==> src/rtl/mem_pkg.sv <==
// Shared types and defaults for the I/D-cache memory arbiter.
package mem_pkg;

  localparam int unsigned ADDR_W_DEF = 28;
  localparam int unsigned DATA_W_DEF = 128;

  // Arbiter FSM states, 2-bit encoding.
  typedef enum logic [1:0] {
    IDLE  = 2'd0,
    GNT_I = 2'd1,
    GNT_D = 2'd2,
    TURN  = 2'd3
  } arb_state_t;

  // Last owner served, used for round-robin under contention.
  typedef enum logic {
    OWN_I = 1'b0,
    OWN_D = 1'b1
  } owner_t;

  // Bit positions in the one-hot pick vector.
  localparam int unsigned PICK_I = 0;
  localparam int unsigned PICK_D = 1;

endpackage

==> src/rtl/rr_pick2.sv <==
// Two-way round-robin picker: one-hot grant, alternates on contention.
module rr_pick2
  import mem_pkg::*;
(
  input  logic       req_i,
  input  logic       req_d,
  input  owner_t     last_gnt,
  output logic [1:0] gnt
);

  // Single requester wins outright; on contention the side not served last wins.
  always_comb begin
    gnt = '0;
    if (req_i && req_d) begin
      if (last_gnt == OWN_I) gnt[PICK_D] = 1'b1;
      else                   gnt[PICK_I] = 1'b1;
    end else if (req_i) begin
      gnt[PICK_I] = 1'b1;
    end else if (req_d) begin
      gnt[PICK_D] = 1'b1;
    end
  end

endmodule

==> src/rtl/mem_arbiter.sv <==
// Arbitrates one shared memory port between the I-cache and D-cache.
// Commands are latched at grant time; completion is a one-cycle ready pulse.
module mem_arbiter
  import mem_pkg::*;
#(
  parameter int unsigned ADDR_W = ADDR_W_DEF,
  parameter int unsigned DATA_W = DATA_W_DEF
) (
  input  logic              clk,
  input  logic              proc_reset_n,
  // I-cache
  input  logic              i_mem_read,
  input  logic [ADDR_W-1:0] i_mem_addr,
  output logic [DATA_W-1:0] i_mem_rdata,
  output logic              i_mem_ready,
  // D-cache
  input  logic              d_mem_read,
  input  logic              d_mem_write,
  input  logic [ADDR_W-1:0] d_mem_addr,
  input  logic [DATA_W-1:0] d_mem_wdata,
  output logic [DATA_W-1:0] d_mem_rdata,
  output logic              d_mem_ready,
  // Shared memory
  output logic              mem_read,
  output logic              mem_write,
  output logic [ADDR_W-1:0] mem_addr,
  output logic [DATA_W-1:0] mem_wdata,
  input  logic [DATA_W-1:0] mem_rdata,
  input  logic              mem_ready,
  // Ownership flags
  output logic              gnt_i,
  output logic              gnt_d
);

  arb_state_t state_q;
  owner_t     last_gnt_q;
  logic [1:0] pick;
  logic       req_d_any;

  assign req_d_any = d_mem_read | d_mem_write;

  rr_pick2 u_pick (
    .req_i    (i_mem_read),
    .req_d    (req_d_any),
    .last_gnt (last_gnt_q),
    .gnt      (pick)
  );

  // Ready is qualified by the registered owner flag, so it can only pulse in GNT_x.
  assign i_mem_ready = mem_ready & gnt_i;
  assign d_mem_ready = mem_ready & gnt_d;
  assign i_mem_rdata = mem_rdata;
  assign d_mem_rdata = mem_rdata;

  // Arbiter FSM; all memory-side outputs and grant flags are registered here.
  always_ff @(posedge clk or negedge proc_reset_n) begin
    if (!proc_reset_n) begin
      state_q    <= IDLE;
      last_gnt_q <= OWN_I;
      mem_read   <= 1'b0;
      mem_write  <= 1'b0;
      mem_addr   <= '0;
      mem_wdata  <= '0;
      gnt_i      <= 1'b0;
      gnt_d      <= 1'b0;
    end else begin
      case (state_q)
        IDLE: begin
          if (pick[PICK_D]) begin
            state_q   <= GNT_D;
            gnt_d     <= 1'b1;
            // Simultaneous read+write is treated as a write-back.
            mem_write <= d_mem_write;
            mem_read  <= d_mem_read & ~d_mem_write;
            mem_addr  <= d_mem_addr;
            mem_wdata <= d_mem_wdata;
          end else if (pick[PICK_I]) begin
            state_q   <= GNT_I;
            gnt_i     <= 1'b1;
            mem_write <= 1'b0;
            mem_read  <= 1'b1;
            mem_addr  <= i_mem_addr;
            mem_wdata <= '0;
          end
        end
        GNT_I, GNT_D: begin
          if (mem_ready) begin
            state_q    <= TURN;
            mem_read   <= 1'b0;
            mem_write  <= 1'b0;
            gnt_i      <= 1'b0;
            gnt_d      <= 1'b0;
            last_gnt_q <= (state_q == GNT_D) ? OWN_D : OWN_I;
          end
        end
        TURN: begin
          state_q <= IDLE;
        end
        default: begin
          state_q <= IDLE;
        end
      endcase
    end
  end

endmodule

==> config.mk <==
export PLATFORM = sky130hd
export DESIGN_NAME = mem_arbiter
export DESIGN_NICKNAME = d
export VERILOG_FILES = /design/src/rtl/mem_pkg.sv /design/src/rtl/rr_pick2.sv /design/src/rtl/mem_arbiter.sv
export SDC_FILE = /design/constraint.sdc
export NUM_CORES = 1
export LEC_CHECK = 0
export ABC_CLOCK_PERIOD_IN_PS = 1600
export BUFFER_PORTS_ARGS = -buffer_cell sky130_fd_sc_hd__buf_2
export CORE_AREA = 2 2 289 291
export CTS_BUF_LIST = sky130_fd_sc_hd__clkbuf_8
export DETAILED_ROUTE_END_ITERATION = 8
export DIE_AREA = 0 0 291 293
export GPL_ROUTABILITY_DRIVEN = 0
export PLACE_DENSITY = 0.34
export SLEW_MARGIN = 20
export SYNTH_ARGS = -nofsm -noshare
export SYNTH_HDL_FRONTEND = slang
export SYNTH_HIERARCHICAL = 1
export SYNTH_SLANG_ARGS = --single-unit
==> constraint.sdc <==
create_clock -name clk -period 1.6 [get_ports clk]
set_input_delay 0.24 -clock clk [delete_from_list [all_inputs] [get_ports clk]]
set_output_delay 0.24 -clock clk [all_outputs]
set_load 0.02 [all_outputs]
==> impl_metrics.yaml, run 1 <==
outcome:
  status: "finished, violations left"
  failed_checks: "negative setup slack"
logic_synthesis:
  synth_nets: 1033
  async_reset_ff_share_pct: 100
  seq_area_frac_synth_pct: 49.6
  netlist_area_mm2: 0.00822
  postSynthAreaPerCell_um2: 11.5
  postSynthCellCount: 712
  ys_ff_latch: 163
  synth_cell_type_count: 28
  synth-edff-count: 0
  ys.flop_type: "dfrtp_1"
  yosys_warnings: 6
route:
  drt_first_pass_iters: 6
  antenna_left: 0
  avgViaCountPerCell: 3.01
  post-route-drc-count: 0
  wl_per_cell_um: 15.4
  wl_um: 32400
  num_vias: 6356
  drt_iter0_drc: 187
timing:
  timing.fmax_ghz: 0.610
  finClkSkew_ps: 12.2
  setup_ws_ps: -39.2
  hold_viol: 0
  rsz0062_at_grt: "yes"
  finalCritPeriodShare_pct: 102
  hold_slack_ps: 191
  min_period_ps: 1640
  slew_viol_final: 0
  slew_headroom_pct: 70.3
  tightest_slew_ps: 445
  setup_viol: 38
final_layout:
  finalNonFillerCells: 2111
  syn_to_final_growth_pct: 50.1
  layout-drive-gt1-share_pct: 43.7
  layout_commonest_cell: "buf_2"
  postLayoutCoreUtil_pct: 15.1
  final_cell_mix: "buf_2, dlygate4sd3_1, dfrtp_1, a22o_1, nand2_1"
  finalNetCount: 1349
  num-fill-cells: 9153
critical_path:
  worstPathMaxFanout: 11
  reg2reg_to: "mem_wdata[55]$_DFFE_PN0P_"
  critPathKind: "reg -> reg"
  ff2ff_path_depth: 6
  cp.required_ps: 2100
  critPathLaunchType: "register"
  arrival_ps: 2130
  setup.worst_path.end_class: "register"
  ff2ff_setup_slack_ps: -40
  crit-reg2reg-launch: "last_gnt_q$_DFFE_PN0P_"
global_routing:
  grt_overflow: 0
  grt_pass1_wl_um: 43200
  grt_max_degree: 57
  antenna_found_initial: 9
  grt_pass1_vias: 6832
  grt_usage_pct: 7.05
clock_tree:
  clk_pin_slew_ps: 100
  cts-root-buf: "clkbuf_8"
  cts.htree.levels: 4
  clockBufferDepth: 2
  numClockSinks: 163
  clkLatencyLatePin_ps: 560
  numCtsBuffers: 17
  cts_tree: "yes"
power:
  ir_worst_vdd_v: 0.000948
  power_density_mw_per_mm2: 1820
  leakagePower_nw: 5.79
  fin_total_pwr_w: 0.0224
placed_design:
  post-place-cells: 1869
  io_buffer_count: 351
  post-place-ws_ps: -277
  hpwlAfterDp_um: 20600
floorplanning:
  die-area_mm2: 0.0853
  die_w_um: 291
  start_util_pct: 10.0
  die_y_um: 293
  ioPinCount: 736
  fp-row-count: 105
  core_mm2: 0.0818
hold_path:
  hp-class: "in -> async"
flow_run:
  max-cap-violations: 0
kinds of logic (layout without fill, tap and decap cells):
logic type / after synthesis / after routing / share of synthesized area (%)
buf+inv: 300 / 628 / 27.1
mux: 30 / 30 / 3.68
fa+ha+maj: 3 / 3 / 0.457
compound gates: 171 / 171 / 16.7
flops: 163 / 163 / 49.6
other cells: 0 / 1 / 0
simple gates: 45 / 45 / 2.48
critical path, cell delays in order (launching register included):
cell       delay (ps)
dfrtp_2           450
a21boi_4          190
buf_6             150
and2_4            210
buf_12            190
clkbuf_16         190
a22o_1            150
report_power, final:
group / switching, W / total, W / internal (W)
sequential: 0.00113 / 0.00724 / 0.00611
clock: 0.00189 / 0.00317 / 0.00128
combinational: 0.00666 / 0.0120 / 0.00534
layout make-up:
type / count / area (um^2) / share of cell area [%]
Tap cell: 1070 / 1340 / 10.9
Multi-Input combinational cell: 249 / 2000 / 16.2
Inverter: 5 / 18.8 / 0.152
Clock buffer: 18 / 248 / 2.01
Timing Repair Buffer: 592 / 4520 / 36.7
Clock inverter: 13 / 121 / 0.984
Sequential cell: 163 / 4080 / 33.1
Antenna cell: 1 / 2.50 / 0.0203
registers in the layout, summed over array words and instances, names as in the netlist:
name	flops
gnt_d	1
gnt_i	1
last_gnt_q	1
mem_addr	28
mem_read	1
mem_wdata	128
mem_write	1
state_q	2
what timing repair did:
action	4_1_cts	5_1_grt
endpoints found under the hold margin	324	0
endpoints found under the setup margin	134	128
setup buffers	7	2
cloned	3	11
pin swaps	26	27
gates resized for setup	21	32
hold buffers	188	0
Yosys cell counts, types with 2 or more instances:
library cell	number	share of area [%]
a22o_1	128	14
clkbuf_1	2	0.091
dfrtp_1	163	50
nand2b_1	3	0.23
nor2_1	2	0.091
nor2b_1	2	0.15
mux2i_1	28	3.4
buf_4	260	24
buf_2	20	1.2
o31ai_1	2	0.18
o2bb2ai_1	2	0.21
ha_1	3	0.46
o21ai_0	31	1.9
buf_6	13	1.8
nand2_1	32	1.5
and2_1	3	0.23
a21oi_1	3	0.18
inv_1	5	0.23
layer usage:
layer	track usage (%)	vias to the layer above	share of wire, %
li1	-	2843	-
met1	6.24	2972	33
met2	11.5	403	49
met4	6.26	10	6.9
met3	3.97	128	10
met5	0	-	0.20
worst max path at each step:
stage | end | from | slack, ps
after floorplan | mem_wdata[108]$_DFFE_PN0P_ | d_mem_write | 8
after global placement | mem_wdata[44]$_DFFE_PN0P_ | d_mem_write | -250
after detailed placement | mem_wdata[66]$_DFFE_PN0P_ | d_mem_write | -280
after CTS | mem_wdata[60]$_DFFE_PN0P_ | last_gnt_q$_DFFE_PN0P_ | -40
after global routing | mem_wdata[92]$_DFFE_PN0P_ | last_gnt_q$_DFFE_PN0P_ | -80
final | mem_wdata[55]$_DFFE_PN0P_ | last_gnt_q$_DFFE_PN0P_ | -40
metrics by stage:
stage,TNS (ps),instance area [um^2]
5_1_grt,-4430,12300
4_1_cts,-1840,11900
3_5_place_dp,-32680,9450
6_report,-330,12300
2_1_floorplan,0,8220
3_3_place_gp,-30550,9450
(Power assumes the default switching activity.)
==> inputs of run 2 (changes only) <==
- CTS_BUF_LIST: sky130_fd_sc_hd__clkbuf_8 -> sky130_fd_sc_hd__clkbuf_2
==> run 2 against run 1 <==
Against the previous run:
- the flow still finishes with violations (negative setup slack)
- highest routed layer unchanged
- register-to-register slack worse by 20 ps
- sequential share of layout area is 7.4 points lower
- clock skew is 19 ps higher
- via count is 21% higher
- sequential cell count stayed put
- critical endpoint is now i_mem_ready
- largest power group unchanged
- first-iteration DRC count is 11% higher
- critical path depth is 4 lower
- count of clock-buffer cells in the layout is 1 higher
- non-clock buffer count is 276 higher
- fmax is 20% lower
- largest cell class unchanged
- total power is 20% higher
- cell area is 29% higher
==> impl_metrics.yaml, run 2 (same netlist as run 1, synthesis figures left out) <==
outcome:
  status: "finished, violations left"
  failed_checks: "negative setup slack"
power:
  leakagePower_nw: 7.28
  ir_worst_vdd_v: 0.000804
  power_density_mw_per_mm2: 1690
  fin_total_pwr_w: 0.0270
timing:
  slew_headroom_pct: 42.5
  timing.fmax_ghz: 0.489
  setup_viol: 214
  slew_viol_final: 0
  finClkSkew_ps: 31.3
  hold_viol: 0
  hold_slack_ps: 430
  tightest_slew_ps: 863
  setup_ws_ps: -445
  rsz0062_at_grt: "yes"
  min_period_ps: 2040
  finalCritPeriodShare_pct: 128
clock_tree:
  numCtsBuffers: 17
  clk_pin_slew_ps: 280
  cts_tree: "yes"
  numClockSinks: 163
  clkLatencyLatePin_ps: 1070
  cts-root-buf: "clkbuf_2"
  clockBufferDepth: 2
  cts.htree.levels: 4
floorplanning:
  die_y_um: 293
  die-area_mm2: 0.0853
  ioPinCount: 736
  core_mm2: 0.0818
  fp-row-count: 105
  start_util_pct: 10.0
  die_w_um: 291
final_layout:
  final_cell_mix: "dlygate4sd3_1, buf_2, buf_6, dfrtp_1, a22o_1"
  largest_register_ffs: 128
  layout_commonest_cell: "dlygate4sd3_1"
  top_regs: "mem_wdata: 128 flops, mem_addr: 28 flops, state_q: 2 flops"
  finalNetCount: 1625
  top_register: "mem_wdata"
  syn_to_final_growth_pct: 93.7
  layout-drive-gt1-share_pct: 41.9
critical_path:
  arrival_ps: 1800
  ff2ff_setup_slack_ps: -60
  worstPathBufferInverterCount: 1
  setup.worst_path.end_class: "output pin"
  path_cells: "and2_4, buf_6"
  max_stage_delay_ps: 470
  critPathLaunchType: "register"
  worstPathMaxFanout: 3
  critPathKind: "reg -> out"
  cp.required_ps: 1360
  slowest_stage: "dfrtp_1"
  crit_family: "flip-flops"
route:
  wl_per_cell_um: 15.9
  drt_first_pass_iters: 4
  antenna_left: 0
  routed-wl-met2_um: 19100
  wl_um: 38000
  avgViaCountPerCell: 3.21
  drt_iter0_drc: 207
  wl_met3_um: 3570
  num_vias: 7664
  post-route-drc-count: 0
  met1_length_um: 12300
  highest_layer: "met5"
global_routing:
  grt_pass1_vias: 8453
  grt_usage_pct: 8.53
  antenna_found_initial: 10
  grt_max_degree: 57
  grt_overflow: 0
  grt_pass1_wl_um: 52600
hold_path:
  hp-class: "in -> reg"
placed_design:
  post-place-ws_ps: -277
  hpwlAfterDp_um: 20600
  io_buffer_count: 351
flow_run:
  max-cap-violations: 0
[run 2: cell count changes in the layout (fill, tap and decap cells not counted), sizes merged]
cell,previous run,this run
dlygate4sd3,188,380
buf,392,481
clkbuf,30,26
diode,1,3
inv,14,12
clkinv,1,2
[run 2: cell type report]
class	count	area, um^2
tap	1070	1340
fill	8845	65900
clock inverter	12	118
multi-input combinational	249	2060
timing repair buffer	868	8200
sequential	163	4080
inverter	5	18.8
antenna	3	7.51
clock buffer	19	95.1
[run 2: final timing paths]
| kind | from | endpoint | depth (start not counted) |
|---|---|---|---|
| min in group asynchronous | proc_reset_n | mem_wdata[53]$_DFFE_PN0P_ | 5 |
| worst max-delay path | gnt_i$_DFFE_PN0P_ | i_mem_ready | 2 |
| worst min-delay path | d_mem_wdata[99] | mem_wdata[99]$_DFFE_PN0P_ | 4 |
| worst max register to register | last_gnt_q$_DFFE_PN0P_ | mem_wdata[0]$_DFFE_PN0P_ | 7 |
| worst min register to register | mem_addr[17]$_DFFE_PN0P_ | mem_addr[17]$_DFFE_PN0P_ | 2 |
| max in group asynchronous | proc_reset_n | mem_addr[20]$_DFFE_PN0P_ | 6 |
[run 2: worst register-to-register path, stage by stage, from the launching register on]
cell      delay (ps)
dfrtp_2          510
a21boi_4         190
buf_6            140
and2_4           150
buf_12           170
buf_12           170
buf_16           130
a22o_1           140
[run 2: per-layer routing]
layer  global-route usage [%]  up-vias
met2                     14.8      446
met5                        0        -
met4                     7.58        8
li1                         -     3404
met3                     3.99      153
met1                     7.40     3653
[run 2: metrics by stage]
stage	instances	area [um^2]	utilization (%)	setup TNS, ps
finish	2389	15900	19.5	-50860
global route	2389	15900	19.5	-95410
global placement	1869	9450	11.5	-30550
detailed placement	1869	9450	11.5	-32680
floorplan	712	8220	-	0
CTS	2348	15400	18.9	-112690
[run 2: what timing repair did]
action | CTS | global route
pin swaps | 55 | 12
endpoints found under the hold margin | 326 | 0
buffers inserted | 57 | 35
gates cloned | 11 | 7
hold buffers | 381 | 0
endpoints found under the setup margin | 298 | 315
gates resized for setup | 368 | 58
[run 2: power by group]
group	internal, W	switching, W	total (W)
combinational	0.00927	0.00747	0.0167
clock	0.000607	0.00190	0.00251
sequential	0.00610	0.00162	0.00772
